===== src/rtl/mem_arbiter_pkg.sv =====
// Shared types and constants for the two-requester memory arbiter.
// Holds the ownership state encoding, the default widths and the idle-timeout limit.
package mem_arbiter_pkg;

   localparam int ADDR_W_DEF = 12;
   localparam int DATA_W_DEF = 16;

   // An owner that stays silent this many cycles loses its lock.
   localparam logic [3:0] IDLE_TIMEOUT = 4'd15;

   typedef enum logic [1:0] {
      IDLE = 2'd0,
      OWN0 = 2'd1,
      OWN1 = 2'd2
   } state_e;

endpackage


===== src/rtl/mem_arbiter.sv =====
// Two-requester arbiter for a single-port synchronous memory: round-robin on ties,
// lock-based ownership for multi-word sequences, and an idle timeout that releases a stalled lock.
module mem_arbiter
   import mem_arbiter_pkg::*;
#(
   parameter int ADDR_W = ADDR_W_DEF,
   parameter int DATA_W = DATA_W_DEF
) (
   input  logic              clk,
   input  logic              reset,
   input  logic              req0,
   input  logic              req1,
   input  logic              we0,
   input  logic              we1,
   input  logic              lock0,
   input  logic              lock1,
   input  logic [ADDR_W-1:0] addr0,
   input  logic [ADDR_W-1:0] addr1,
   input  logic [DATA_W-1:0] wdata0,
   input  logic [DATA_W-1:0] wdata1,
   output logic              gnt0,
   output logic              gnt1,
   output logic              rvalid0,
   output logic              rvalid1,
   output logic [DATA_W-1:0] rdata,
   output logic [ADDR_W-1:0] mem_addr,
   output logic [DATA_W-1:0] mem_wdata,
   output logic              mem_we,
   input  logic [DATA_W-1:0] mem_rdata,
   output state_e            dbg_state
);

   // Handshake: reqN is a request held by the requester; gntN (combinational) accepts it in the
   // same cycle. A granted read returns data on rdata one cycle later, qualified by rvalidN.

   state_e     state_q, state_d;
   logic       last_q, last_d;           // 0: requester 0 granted last, 1: requester 1
   logic [3:0] idle_cnt_q, idle_cnt_d;
   logic       rvalid0_q, rvalid0_d;
   logic       rvalid1_q, rvalid1_d;
   logic [3:0] idle_inc;
   logic       g0, g1;

   always_comb begin
      state_d    = state_q;
      last_d     = last_q;
      idle_cnt_d = 4'd0;
      idle_inc   = idle_cnt_q + 4'd1;
      g0         = 1'b0;
      g1         = 1'b0;

      unique case (state_q)
         IDLE: begin
            if (req0 && req1) begin
               g0 = last_q;
               g1 = ~last_q;
            end else begin
               g0 = req0;
               g1 = req1;
            end
         end
         OWN0: begin
            if (req0) begin
               g0 = 1'b1;
            end else if (idle_inc == IDLE_TIMEOUT) begin
               state_d = IDLE;
            end else begin
               idle_cnt_d = idle_inc;
            end
         end
         OWN1: begin
            if (req1) begin
               g1 = 1'b1;
            end else if (idle_inc == IDLE_TIMEOUT) begin
               state_d = IDLE;
            end else begin
               idle_cnt_d = idle_inc;
            end
         end
         default: state_d = IDLE;
      endcase

      // Reset suppresses grants combinationally so nothing reaches memory while it is held.
      if (reset) begin
         g0 = 1'b0;
         g1 = 1'b0;
      end

      if (g0) begin
         last_d     = 1'b0;
         state_d    = lock0 ? OWN0 : IDLE;
         idle_cnt_d = 4'd0;
      end
      if (g1) begin
         last_d     = 1'b1;
         state_d    = lock1 ? OWN1 : IDLE;
         idle_cnt_d = 4'd0;
      end

      rvalid0_d = g0 & ~we0;
      rvalid1_d = g1 & ~we1;

      gnt0      = g0;
      gnt1      = g1;
      mem_addr  = g1 ? addr1 : addr0;
      mem_wdata = g1 ? wdata1 : wdata0;
      mem_we    = (g0 & we0) | (g1 & we1);
   end

   always_ff @(posedge clk or posedge reset) begin
      if (reset) begin
         state_q    <= IDLE;
         last_q     <= 1'b1;
         idle_cnt_q <= 4'd0;
         rvalid0_q  <= 1'b0;
         rvalid1_q  <= 1'b0;
      end else begin
         state_q    <= state_d;
         last_q     <= last_d;
         idle_cnt_q <= idle_cnt_d;
         rvalid0_q  <= rvalid0_d;
         rvalid1_q  <= rvalid1_d;
      end
   end

   assign rvalid0   = rvalid0_q;
   assign rvalid1   = rvalid1_q;
   assign rdata     = mem_rdata;
   assign dbg_state = state_q;

endmodule

===== config.mk =====
export PLATFORM = sky130hd
export DESIGN_NAME = mem_arbiter
export DESIGN_NICKNAME = d
export VERILOG_FILES = /design/src/rtl/mem_arbiter_pkg.sv /design/src/rtl/mem_arbiter.sv
export SDC_FILE = /design/constraint.sdc
export NUM_CORES = 1
export LEC_CHECK = 0
export ABC_AREA = 1
export BUFFER_PORTS_ARGS = -buffer_cell sky130_fd_sc_hd__clkbuf_2
export CORE_ASPECT_RATIO = 0.5
export CORE_MARGIN = 1.5
export CORE_UTILIZATION = 35
export DETAILED_ROUTE_END_ITERATION = 8
export PLACE_DENSITY_LB_ADDON = 0.1
export SYNTH_ARGS = -nofsm -noshare
export SYNTH_HDL_FRONTEND = slang
export SYNTH_SLANG_ARGS = --single-unit
export TNS_END_PERCENT = 1

===== constraint.sdc =====
create_clock -name clk -period 4.4 [get_ports clk]
set_clock_uncertainty 0.1 [all_clocks]
set_input_delay 0.66 -clock clk [delete_from_list [all_inputs] [get_ports clk]]
set_output_delay 0.66 -clock clk [all_outputs]
set_load 0.02 [all_outputs]

======== After elaboration in Yosys (flattened, before gate mapping) ========
Index checks and enable logic that the tools add are counted.
Widths: inputs -> output; s select.
word-level totals
  flip-flop bits (word level) ............. 9
  bits of input ports ..................... 80
  output and inout bits ................... 51
  word-level logic and storage cells ...... 50
operators by class
  add/sub/neg operators ................... 1
  equality and inequality tests ........... 6
  muxes and demuxes ....................... 26
  bitwise gates (word level) .............. 8
  reductions and logical operators ........ 4
operators with widths
  operator             count
  $mux 4               5
  $mux 16              1
  $mux 12              1
  $mux 2               6
  $mux 1               9
  $ne 4x4->1 const B   2
  $pmux 4 s2           1
  $pmux 2 s3           1
  $add 4x1->4 const B  1
  $and 1x1->1          4
  $eq 4x4->1 const B   1
  $pmux 1 s2           2
  $ne 3x3->1 const B   1
  $not 1->1            3
  $reduce_and 3->1     1
  $eq 2x1->1 const B   1
  $eq 2x2->1 const B   1
  $logic_not 2->1      1
  $reduce_bool 2->1    1
  $logic_and 1x1->1    1
  $or 1x1->1           1

======== Logic depth before layout (Yosys ltp) ========
  depth in word-level cells ............... 7
  mapped depth ............................ 12

======== Least setup slack after synthesis ========
No wires, ideal clock.
  path kind ............................... input to output
  start ................................... in reset
  end ..................................... out mem_wdata[10]
  arrival ................................. 1481 ps
  slack ................................... 2159 ps
  stages on the path ...................... 6
  path buffers ............................ 1
  cells stage by stage .................... inv_1 nand2_4 inv_2 buf_4 nand2_1 nand2_1
on the way
  cells in the longest elaborated chain, start to end .. 2
RTL lines
  what             line                source
  start, declared  mem_arbiter.sv:10   input logic reset,
  $mux 1           mem_arbiter.sv:84   if (reset) begin
  net gnt1         mem_arbiter.sv:22   output logic gnt1,
  $mux 16          mem_arbiter.sv:106  mem_wdata = g1 ? wdata1 : wdata0;
  end, declared    mem_arbiter.sv:27   output logic [DATA_W-1:0] mem_wdata,
The timed path passes the listed nets, and every way through them passes these cells.

======== Worst setup path in the final report ========
  start ................................... in reset
  end ..................................... out mem_we
on the way
  cells in the longest elaborated chain, start to end .. 3
RTL lines
  what            line                source
  $mux 1          mem_arbiter.sv:84
  $and 1x1->1     mem_arbiter.sv:107  mem_we = (g0 & we0) | (g1 & we1);
  $or 1x1->1 (*)  mem_arbiter.sv:107
  end, declared   mem_arbiter.sv:28   output logic mem_we,
Every way passes the cells marked *; elsewhere a longest branch is shown, timed or not.

==> metrics.md <==
| Metric | Value |
|---|---|
| Status | finished clean |
| Yosys top cell by area | nand2_1 |
| Top delay family on crit path | buffers and inverters |
| 1st-pass router iterations | 4 |
| Main combinational cell family by area after synthesis | simple AND/OR/NAND/NOR gates |
| Most frequent CP cell | clkbuf_2 |
| Synth Area in XOR/XNOR | 0% |
| Die Wd | about 80 µm |
| Worst slack at placement | 1.41 ns |
| Ranking of synthesized cells by area | nand2_1, dfrtp_1, buf_4, ha_1, inv_1 |
| Vias per cell | between 4 and 5 |
| Critical Path Max Stage Delay | 0.45 ns |
| Core area | 2680 µm² |
| Share of layout cells above drive strength 1 | 43.4% |
| Post-synthesis sequential area ratio | 22.0% |
| Initial antenna violation count | 0 |
| Tmin final | 2.92 ns |
| Rows | 13 |
| Slowest CP cell | inv_2 |
| Vias in the first global route | 1011 |
| Final worst-path cycle share | 66.3% |
| Max Transition Viols Final | 0 |
| Final Setup Violations | 0 |
| Die Span Y | 41.3 µm |
| Post-route ant nets | 0 |
| Distinct cells, synth | 19 |
| Crit path DAT | 2.16 ns |
| Cts hold-fix bufs | 0 |
| Largest net degree at the start of global routing | 34 |
| Port Buffers | 98 |
| Worst Setup Path Type | input pin to output pin |
| GRT Overall Usage | 16.9% |
| Clock power frac | 16.0% |
| Crit path max fanout | 33 |
| Remaining DRCs | 0 |
| Worst EP required | 3.64 ns |
| Flops & latches, synth | 9 |
| Mux contribution to synthesized area | 0% |
| Worst-Margin Slew | 0.469 ns |
| Crit-path cells | clkbuf_2 > inv_1 > nand2_4 > inv_2 > a22o_1 > clkbuf_2 |
| Longest Clk Path Bufs | 2 |
| Post-Synth Adder-Cell Area | 6.09% |
| HPWL Detailed | roughly 2400 µm |
| Setup Buffers After CTS | 0 |
| Root Driver | clkbuf_8 |
| CTS tree | built |
| Fin worst setup slack | 1.48 ns |
| Leakage | 0.000989 µW |
| R2R setup slack | between 2 and 3 ns |
| Area growth from synthesis to layout | 41.4% |
| Htree depth | 1 |
| Cts bufs inserted | 3 |
| Simple-Gate Fraction of Synth Area | 47.4% |
| Final net count | 344 |
| Comb power frac | 64.9% |
| Net count after synthesis | 263 |
| RePlAce Congestion | 0.820 |
| Initial drt markers | 30 |
| Antenna cells | 0 |
| EDFF count, synth | 0 |
| Top cells by count, synth | nand2_1, buf_4, inv_1 |
| I/O Pins | 131 |
| P_sw | 301 µW |
| Nature of the critical path endpoint | output pin |
| Post-synth ARST share | 100% |
| Most frequent cell after synthesis | nand2_1 |
| Hold Vio Cnt, Final | 0 |
| Fmax | between 0.3 and 0.4 GHz |
| Total Routed Length | 2880 µm |
| Int Power | 290 µW |
| Cts repair resizes | 0 |
| Synth top area share | 38.4% |
| Commonest register cell after synthesis | dfrtp_1 |
| Total power | a little under 600 µW |
| TNS Setup | 0 ns |
| Clock sink count | 9 |
| Max Cap Viol | 0 |
| Syn. warnings | 0 |
| Synth Area in Compound Gates | 3.29% |
| Hold Crit Class | input pin to asynchronous set/reset pin |
| Synth Cell Area | 1030 µm² |
| Peak supply drop | 0.169 mV |
| Setup crit start kind | input pin |
| Sw Share | 50.9% |
| Initial Util | 38.3% |
| Clk Latency, worst-skew pair | approximately 0.23 ns |
| Sequential Power Share | 19.1% |
| Via count | ~1300 |
| Post-Synthesis Cells | 178 |
| GRT overflow | 0 |
| WP buf/inv | 4 |
| Slew HR | 68.7% |
| First-pass GRT wire length | 4190 µm |
| RSZ-0062 raised after global routing | no |
| Worst-path clk slew | 0.05 ns |
| Power Dens Cells | 407 nW/µm² |
| Mean Syn Cell Area | 5.77 µm² |
| Wirelength per Cell | 9.75 µm |
| Die area | 3290 µm² |
[layer usage]
metal | global-route usage (%) | part of all wire (%)
met1 | 18.5 | 38
met2 | 34.1 | 55
met3 | 4.35 | 6.1
met4 | 5.26 | 0.42
met5 | 0 | 0
[placed cells by master, fill, tap and decap left out, drive strengths merged]
cell type / count
clkinv: 1
clkbuf: 101
nand3: 3
a21oi: 1
inv: 16
o21ai: 2
dfstp: 1
dfrtp: 8
nor2: 7
a22o: 1
o22ai: 1
ha: 5
nand4: 2
nand2: 109
[state kept, by name (all words and copies together) (netlist names)]
register	flops
dbg_state	2
rvalid0	1
last_q	1
rvalid1	1
idle_cnt_q	4
[metrics by stage]
| stage | instance area (µm²) | std cells | hold WS, ns | utilization, % |
|---|---|---|---|---|
| 3_3_place_gp | 1410 | 291 | 0.410 | 52.4 |
| 6_report | 1450 | 295 | 0.317 | 54.1 |
| 5_1_grt | 1450 | 295 | 0.354 | 54.1 |
| 2_1_floorplan | 1030 | 178 | 0.370 | - |
| 4_1_cts | 1450 | 295 | 0.322 | 54.1 |
| 3_5_place_dp | 1410 | 291 | 0.412 | 52.4 |
[logic make-up after synthesis]
family	Yosys count
DFF	9
adders and majority gates	5
and+or+nand+nor	121
AOI/OAI and AO/OA	5
buffers and inverters	38
[final timing paths]
kind | startpoint | endpoint | cells after the start
worst max-delay path | reset | mem_we | 6
worst min-delay path | reset | rvalid0 | 2
worst max register to register | dbg_state[1] | dbg_state[1] | 8
worst min register to register | idle_cnt_q[0] | idle_cnt_q[0] | 1
max in group asynchronous | reset | last_q | 2
min in group clk | idle_cnt_q[0] | idle_cnt_q[0] | 1
[power groups by stage]
stage               Combinational (µW)  Sequential, µW  Clock [µW]
floorplan                          282             121           0
global placement                   385             114           0
detailed placement                 387             114           0
CTS                                389             113        96.9
global route                       436             116         102
finish                             384             113        94.8
[cell type report]
cell class | count | area, µm²
Sequential cell | 9 | 226
Clock buffer | 3 | 41.3
Inverter | 16 | 60.1
Tap cell | 37 | 46.3
Timing Repair Buffer | 98 | 490
Fill cell | 307 | 1230
Multi-Input combinational cell | 131 | 583
Clock inverter | 1 | 5.00
No activity file was read; power rests on OpenSTA's default activity.
